**src/rtl/dest_reg_pipe.sv**
```systemverilog
// Destination-register select plus an in-flight pipeline of (dest, valid, load) entries.
// Produces regfile write port, forwarding selects and a load-use stall request.
module dest_reg_pipe #(
  parameter int unsigned BR       = 5,
  parameter int unsigned STAGES   = 3,
  parameter int unsigned LINK_REG = 31,
  localparam int unsigned FW      = $clog2(STAGES + 1)
) (
  input  logic                   clk,
  input  logic                   rst,
  input  logic [BR-1:0]          rd,
  input  logic [BR-1:0]          rt,
  input  logic [BR-1:0]          rs,
  input  logic [1:0]             dst_sel,
  input  logic                   reg_write,
  input  logic                   is_load,
  input  logic                   stall,
  input  logic                   flush,
  output logic [STAGES*BR-1:0]   dest_q,
  output logic [STAGES-1:0]      valid_q,
  output logic [BR-1:0]          wb_dest,
  output logic                   wb_we,
  output logic [FW-1:0]          fwd_rs,
  output logic [FW-1:0]          fwd_rt,
  output logic                   load_use
);

  logic [STAGES*BR-1:0] dest_d;
  logic [STAGES-1:0]    valid_d;
  logic [STAGES-1:0]    load_q;
  logic [STAGES-1:0]    load_d;
  logic [BR-1:0]        sel;
  logic                 entry_valid;
  logic                 bubble;

  // Decode-stage destination select and next-state shift of the entry pipeline
  always_comb begin
    sel         = '0;
    entry_valid = 1'b0;
    bubble      = stall | flush;
    dest_d      = '0;
    valid_d     = '0;
    load_d      = '0;

    case (dst_sel)
      2'b00:   sel = rd;
      2'b01:   sel = rt;
      2'b10:   sel = BR'(LINK_REG);
      default: sel = '0;
    endcase
    entry_valid = reg_write & (dst_sel != 2'b11) & (sel != '0);

    // Older stages advance unconditionally so WB retires even during a stall
    dest_d[STAGES*BR-1:BR] = dest_q[(STAGES-1)*BR-1:0];
    valid_d[STAGES-1:1]    = valid_q[STAGES-2:0];
    load_d[STAGES-1:1]     = load_q[STAGES-2:0];

    if (!bubble) begin
      dest_d[BR-1:0] = sel;
      valid_d[0]     = entry_valid;
      load_d[0]      = is_load & entry_valid;
    end
  end

  always_ff @(posedge clk or posedge rst) begin
    if (rst) begin
      dest_q  <= '0;
      valid_q <= '0;
      load_q  <= '0;
    end else begin
      dest_q  <= dest_d;
      valid_q <= valid_d;
      load_q  <= load_d;
    end
  end

  assign wb_dest = dest_q[(STAGES-1)*BR +: BR];
  assign wb_we   = valid_q[STAGES-1];

  // Youngest producer wins: scan oldest to youngest so the lowest index overwrites
  always_comb begin
    fwd_rs = '0;
    fwd_rt = '0;
    for (int i = STAGES - 1; i >= 0; i--) begin
      if (valid_q[i] && (dest_q[i*BR +: BR] == rs) && (rs != '0)) fwd_rs = FW'(i + 1);
      if (valid_q[i] && (dest_q[i*BR +: BR] == rt) && (rt != '0)) fwd_rt = FW'(i + 1);
    end
  end

  // Conservative: rt compared even when it is the I-type destination
  always_comb begin
    load_use = valid_q[0] & load_q[0] &
               (((dest_q[BR-1:0] == rs) & (rs != '0)) |
                ((dest_q[BR-1:0] == rt) & (rt != '0)));
  end

endmodule

```
**config.mk**
```make
export PLATFORM = sky130hd
export DESIGN_NAME = dest_reg_pipe
export DESIGN_NICKNAME = d
export VERILOG_FILES = /design/src/rtl/dest_reg_pipe.sv
export SDC_FILE = /design/constraint.sdc
export NUM_CORES = 1
export LEC_CHECK = 0
export CORE_UTILIZATION = 39
export CTS_BUF_LIST = sky130_fd_sc_hd__clkbuf_2 sky130_fd_sc_hd__clkbuf_4 sky130_fd_sc_hd__clkbuf_8
export CTS_CLUSTER_DIAMETER = 150
export DETAILED_ROUTE_END_ITERATION = 10
export HOLD_SLACK_MARGIN = 0.1
export PLACE_DENSITY = 0.78
export SLEW_MARGIN = 25
export SYNTH_ARGS = -nofsm -noshare
export SYNTH_HDL_FRONTEND = slang
export SYNTH_SLANG_ARGS = --single-unit
```
**constraint.sdc**
```tcl
create_clock -name clk -period 1.4 [get_ports clk]
set_clock_uncertainty 0.05 [all_clocks]
set_input_delay 0.21 -clock clk [delete_from_list [all_inputs] [get_ports clk]]
set_output_delay 0.21 -clock clk [all_outputs]
set_load 0.02 [all_outputs]
```
After elaboration in Yosys (flattened, before gate mapping)
Cells that the tools add are included.
{ "word_totals": {"ff_bits": 19, "latchBits": 0, "ram_bits": 0, "mem_bits_ro": 0, "word_cells": 47, "memories": 0} }
{ "op_classes": {"addsub": 0, "n_mul": 0, "div": 0, "magnitude_cmp": 0, "eq_ne": 9, "shift": 0, "mux": 10, "n_bitwise": 9, "n_reduce_logical": 16} }
{ "ops": {"columns": ["operator", "n"], "rows": [
  ["== test 5 bit", 6],
  ["one-hot mux 5 bit (3 select lines)", 1],
  ["nonzero test 5 bit", 3],
  ["logical AND 1 bit", 12],
  ["two-way mux 2 bit", 6],
  ["AND 1 bit", 7],
  ["two-way mux 5 bit", 1],
  ["== test 2 x 1 -> 1 bit, second input constant", 1],
  ["== test 2 bit, second input constant", 1],
  ["logical NOT 2 bit", 1],
  ["two-way mux 1 bit", 2],
  ["!= test 2 bit, second input constant", 1],
  ["bitwise OR 1 bit", 2]
]} }

Depth between registers and ports, before layout
{ "depth": {"ltp_word": 6, "depth_mapped": 5, "mapped_depth_nobuf": 4} }

Worst setup path after synthesis
OpenSTA, ideal clock, no wires.
{ "synth_timing": {"kind": "reg-to-output", "from": "reg dest_q[14]", "to": "out fwd_rt[0]", "arrival_time_ns": 1.537, "required_time_ns": 1.140, "slack_ns": -0.397, "stages_incl_launch_ff": 5, "n_path_buf": 0, "path_cell_list": "dfrtp_1 xnor2_1 nand4_1 or4_4 o21bai_1"} }
{ "synth_between": {"elab_chain_len": 6} }
{ "synth_rtl": {"columns": ["item", "line_no", "rtl"], "rows": [
  ["from (decl)", "19", "output logic [STAGES*BR-1:0] dest_q,"],
  ["from (signal assigned)", "71", "dest_q <= dest_d;"],
  ["== test 5 bit", "86", "if (valid_q[i] && (dest_q[i*BR +: BR] == rt) && (rt != '0)) fwd_rt = FW'(i + 1);"],
  ["logical AND 1 bit (2 in a row)", "86", null],
  ["two-way mux 2 bit (3 in a row)", "86", null],
  ["to (decl)", "24", "output logic [FW-1:0] fwd_rt,"]
]} }
Every way passes these cells.

Final worst setup path
{ "layout_timing": {"from": "reg dest_q[8]", "to": "out fwd_rs[1]"} }
{ "layout_between": {"elab_chain_len": 5} }
{ "layout_rtl": {"columns": ["item", "line_no", "rtl"], "rows": [
  ["== test 5 bit", "85", "if (valid_q[i] && (dest_q[i*BR +: BR] == rs) && (rs != '0)) fwd_rs = FW'(i + 1);"],
  ["logical AND 1 bit (2 in a row)", "85", null],
  ["two-way mux 2 bit (2 in a row)", "85", null],
  ["to (decl)", "23", "output logic [FW-1:0] fwd_rs,"]
]} }
Every way passes these cells.

==> tab_implementation.tex <==
\begin{tabular}{lr}
\hline
Metric & Value \\
\hline
\multicolumn{2}{l}{\textbf{GRT}} \\
\quad Vias in the first global route & 1,253 \\
\quad Remaining global-route overflow & 0 \\
\quad GRT Overall Usage & 22.7\% \\
\quad Pin count of the biggest net entering global routing & 20 \\
\quad Number of antenna violations at the first check in global routing & 0 \\
\quad Global-route wire length before repair & 5.67 mm \\
\multicolumn{2}{l}{\textbf{Drt}} \\
\quad Count of unresolved DRC violations after routing & 5 \\
\quad Number of vias per cell & 5.10 \\
\quad Final routed wirelength across all metal layers & 3.68 mm \\
\quad Average wire per standard cell & 15.8 um \\
\quad Routed vias & 1,189 \\
\quad Number of iterations in the first detailed-routing pass & 7 \\
\quad Number of nets with antenna violations after detailed routing & 0 \\
\quad Starting DRC count in detailed routing & 42 \\
\multicolumn{2}{l}{\textbf{Synth}} \\
\quad Count of unique library cells instantiated by Yosys & 28 \\
\quad Syn nets & 142 \\
\quad Number of cells produced by synthesis & 119 \\
\quad Mapped Avg Cell Area & 10.1 um2 \\
\quad Number of warnings reported in the yosys synthesis log & 0 \\
\quad Sequential share of the synthesized area & 39.4\% \\
\quad Cell Area, Synth & 1210 um2 \\
\quad FF+latch count, synth & 19 \\
\multicolumn{2}{l}{\textbf{Timing}} \\
\quad Sum of negative setup slack & -3.33 ns \\
\quad Final critical-path required period & 2.11 ns \\
\quad Peak clock frequency supported by timing & 475 MHz \\
\quad Worst relative slew slack & 68.8\% \\
\quad Final period util & 150\% \\
\quad Final Slew Violations & 0 \\
\quad Transition time of the tightest slew-check pin & 0.464 ns \\
\quad Fin. Hold Viols & 0 \\
\quad RSZ-0062 raised after global routing & yes \\
\quad Final number of setup-violating endpoints & 5 \\
\quad Slack of the critical path & -0.705 ns \\
\multicolumn{2}{l}{\textbf{Die}} \\
\quad Placeable core region & 2850 um2 \\
\quad Starting density of the core & 42.3\% \\
\quad Overall die width & 57.6 um \\
\quad Die height & 57.6 um \\
\quad Area of the die & 3320 um2 \\
\quad Total number of placement rows & 19 \\
\quad Number of placed I/O pins & 52 \\
\multicolumn{2}{l}{\textbf{Worst setup path}} \\
\quad Launch instance of the worst register-to-register path & dest\_q[2] \\
\quad Setup CP Type & register to output port \\
\quad Crit path DAT & 1.85 ns \\
\quad Data required time of the worst path & 1.14 ns \\
\quad Cell-by-cell trace of the critical path & xnor2\_1 > nand4\_1 > or3\_1 > a21oi\_4 > buf\_6 \\
\quad Launching element type of the critical path & register \\
\quad Worst Path Buf+Inv & 1 \\
\quad Crit-path max cell delay & 0.43 ns \\
\quad Kind of cell with the highest combined delay on the critical path & simple AND/OR/NAND/NOR gates \\
\quad Master of the slowest instance on the critical path & sky130\_fd\_sc\_hd\_\_dfrtp\_1 \\
\quad Crit path max fanout & 3 \\
\quad Timing startpoint of the critical path & dest\_q[8] \\
\quad Kind of end point of the critical path & output port \\
\multicolumn{2}{l}{\textbf{Finish}} \\
\quad Utilization after layout & 73.3\% \\
\quad Area added between synthesis and finish & 73.4\% \\
\quad Fillers & 212 \\
\quad Antenna diodes & 0 \\
\quad Number of nets in the finished design & 226 \\
\quad Ratio of cells with drive above 1 in the final layout & 56.9\% \\
\multicolumn{2}{l}{\textbf{Clock network}} \\
\quad TritonCTS buffer count & 3 \\
\quad Clock Latency Late Sink & 0.30 ns \\
\quad Post-CTS clock slew at the launch and capture registers of the worst setup and hold paths & 0.12 ns \\
\quad Clk Tree Root Cell & sky130\_fd\_sc\_hd\_\_clkbuf\_4 \\
\quad Clock tree from TritonCTS & yes \\
\quad Hold buffer count at cts & 0 \\
\quad Clock Sinks & 19 \\
\quad Maximum count of clock buffers along a single path & 2 \\
\quad Total number of H-tree levels & 1 \\
\multicolumn{2}{l}{\textbf{Hold path}} \\
\quad Worst min-delay path class & primary input to async pin \\
\multicolumn{2}{l}{\textbf{Placement}} \\
\quad Place WS & -1.27 ns \\
\quad Count of input and output buffers & 51 \\
\quad Final HPWL from detailed placement & 2.58 mm \\
\quad Weighted congestion reported at the end of routability-driven placement & 0.788 \\
\multicolumn{2}{l}{\textbf{Run status}} \\
\quad Result of the run & complete, but fails checks \\
\quad Failing checks & DRC, setup timing \\
\multicolumn{2}{l}{\textbf{Flow run}} \\
\quad Number of maximum-capacitance constraint violations & 0 \\
\multicolumn{2}{l}{\textbf{Power and ir drop}} \\
\quad Pwr dens & 630 nW/um2 \\
\quad Total chip power & 1.32 mW \\
\quad Leakage power summed over all cells & 1.03 nW \\
\quad Maximum vdd drop & 501 uV \\
\hline
\end{tabular}
## through the flow
step | instances | hold WS (ns) | instance area, um2
floorplan | 119 | 0.111 | 1290
global placement | 219 | 0.410 | 1970
detailed placement | 219 | 0.413 | 1970
CTS | 230 | 0.175 | 2080
global route | 233 | 0.203 | 2090
finish | 233 | 0.175 | 2090
## what timing repair did
action	4_1_cts	5_1_grt
pin swaps	10	6
setup buffers	8	3
setup endpoints to repair	31	21
resized for setup	151	29
## worst paths after layout
path	cells past startpoint	slack, ns	end
max	5	-0.71	fwd_rs[1]
min	3	0.17	valid_q[0]
max reg2reg	2	0.59	dest_q[7]
min reg2reg	1	0.47	dest_q[5]
max in group asynchronous	3	0.90	dest_q[14]
min in group clk	3	0.23	dest_q[4]
## Yosys cell counts
cell                        n  area share (%)
sky130_fd_sc_hd__and3_1     1            0.52
sky130_fd_sc_hd__or3_2      1            0.62
sky130_fd_sc_hd__o22ai_1    2             1.0
sky130_fd_sc_hd__o21a_1     1            0.62
sky130_fd_sc_hd__nor2_1     3            0.93
sky130_fd_sc_hd__or4_1      3             1.9
sky130_fd_sc_hd__and4_1     1            0.73
sky130_fd_sc_hd__a21oi_1    2            0.83
sky130_fd_sc_hd__o21bai_1   2             1.2
sky130_fd_sc_hd__buf_4     18              11
sky130_fd_sc_hd__and2_1     1            0.52
sky130_fd_sc_hd__buf_8      1             1.2
sky130_fd_sc_hd__or3_1      1            0.52
sky130_fd_sc_hd__xor2_1     8             5.8
sky130_fd_sc_hd__nand4_1    6             3.1
sky130_fd_sc_hd__or4_4      2             1.9
sky130_fd_sc_hd__o21ai_0    4             1.7
sky130_fd_sc_hd__nand2b_1   1            0.52
sky130_fd_sc_hd__o311a_1    4             3.3
sky130_fd_sc_hd__nor2_4     1            0.93
sky130_fd_sc_hd__nand2_1    2            0.62
sky130_fd_sc_hd__xnor2_1   22              16
sky130_fd_sc_hd__nor3_1     3             1.2
sky130_fd_sc_hd__nor4_1     2             1.0
sky130_fd_sc_hd__clkbuf_1   1            0.31
sky130_fd_sc_hd__dfrtp_1   19              39
sky130_fd_sc_hd__inv_1      6             1.9
sky130_fd_sc_hd__buf_2      1            0.41
## cell usage in the layout (no fill, tap or decap), drive strengths merged, types with 3 or more instances in the layout
cell type and n:
dfrtp 19, clkdlybuf4s50 10, dlygate4sd2 7, xor2 8, or4 5, o21ai 4
clkbuf 5, nor3 3, nand4 6, buf 79, xnor2 22, o311a 4
nor2 4, inv 6
## power by group
part | switching, mW | total [mW] | internal, mW
clock network | 0.180 | 0.287 | 0.107
registers | 0.0282 | 0.602 | 0.573
logic | 0.200 | 0.429 | 0.230
total | 0.408 | 1.32 | 0.910
## metal layers
metal | vias to the layer above | global-route usage [%] | wire length (um)
met5 | - | 0 | 0
met4 | 0 | 9.06 | 119
met3 | 10 | 4.69 | 249
met2 | 57 | 41.7 | 1980
met1 | 563 | 25.7 | 1340
li1 | 559 | - | -
## flip-flops by register name, indices dropped and copies added, names as in the netlist
| name | cells |
|---|---|
| load_q | 1 |
| valid_q | 3 |
| dest_q | 15 |
## area by class of cell
cell class | instances | area [um2] | area share (%)
clock buffer | 3 | 22.5 | 1.08
timing repair buffer | 100 | 803 | 38.4
inverter | 6 | 22.5 | 1.08
tap | 31 | 38.8 | 1.85
clock inverter | 1 | 5.00 | 0.239
multi-input combinational | 73 | 718 | 34.3
sequential | 19 | 482 | 23.0
## cell families after synthesis
kind of cell | synth area share [%]
compound gates | 8.71
xor+xnor | 21.8
buf+inv | 15.0
flops | 39.4
simple gates | 15.0
## tightest hold or removal path: cells and delay by family
family                 cells  cell delay (ns)
buffers and inverters      3             0.71
(Power assumes the default switching activity.)
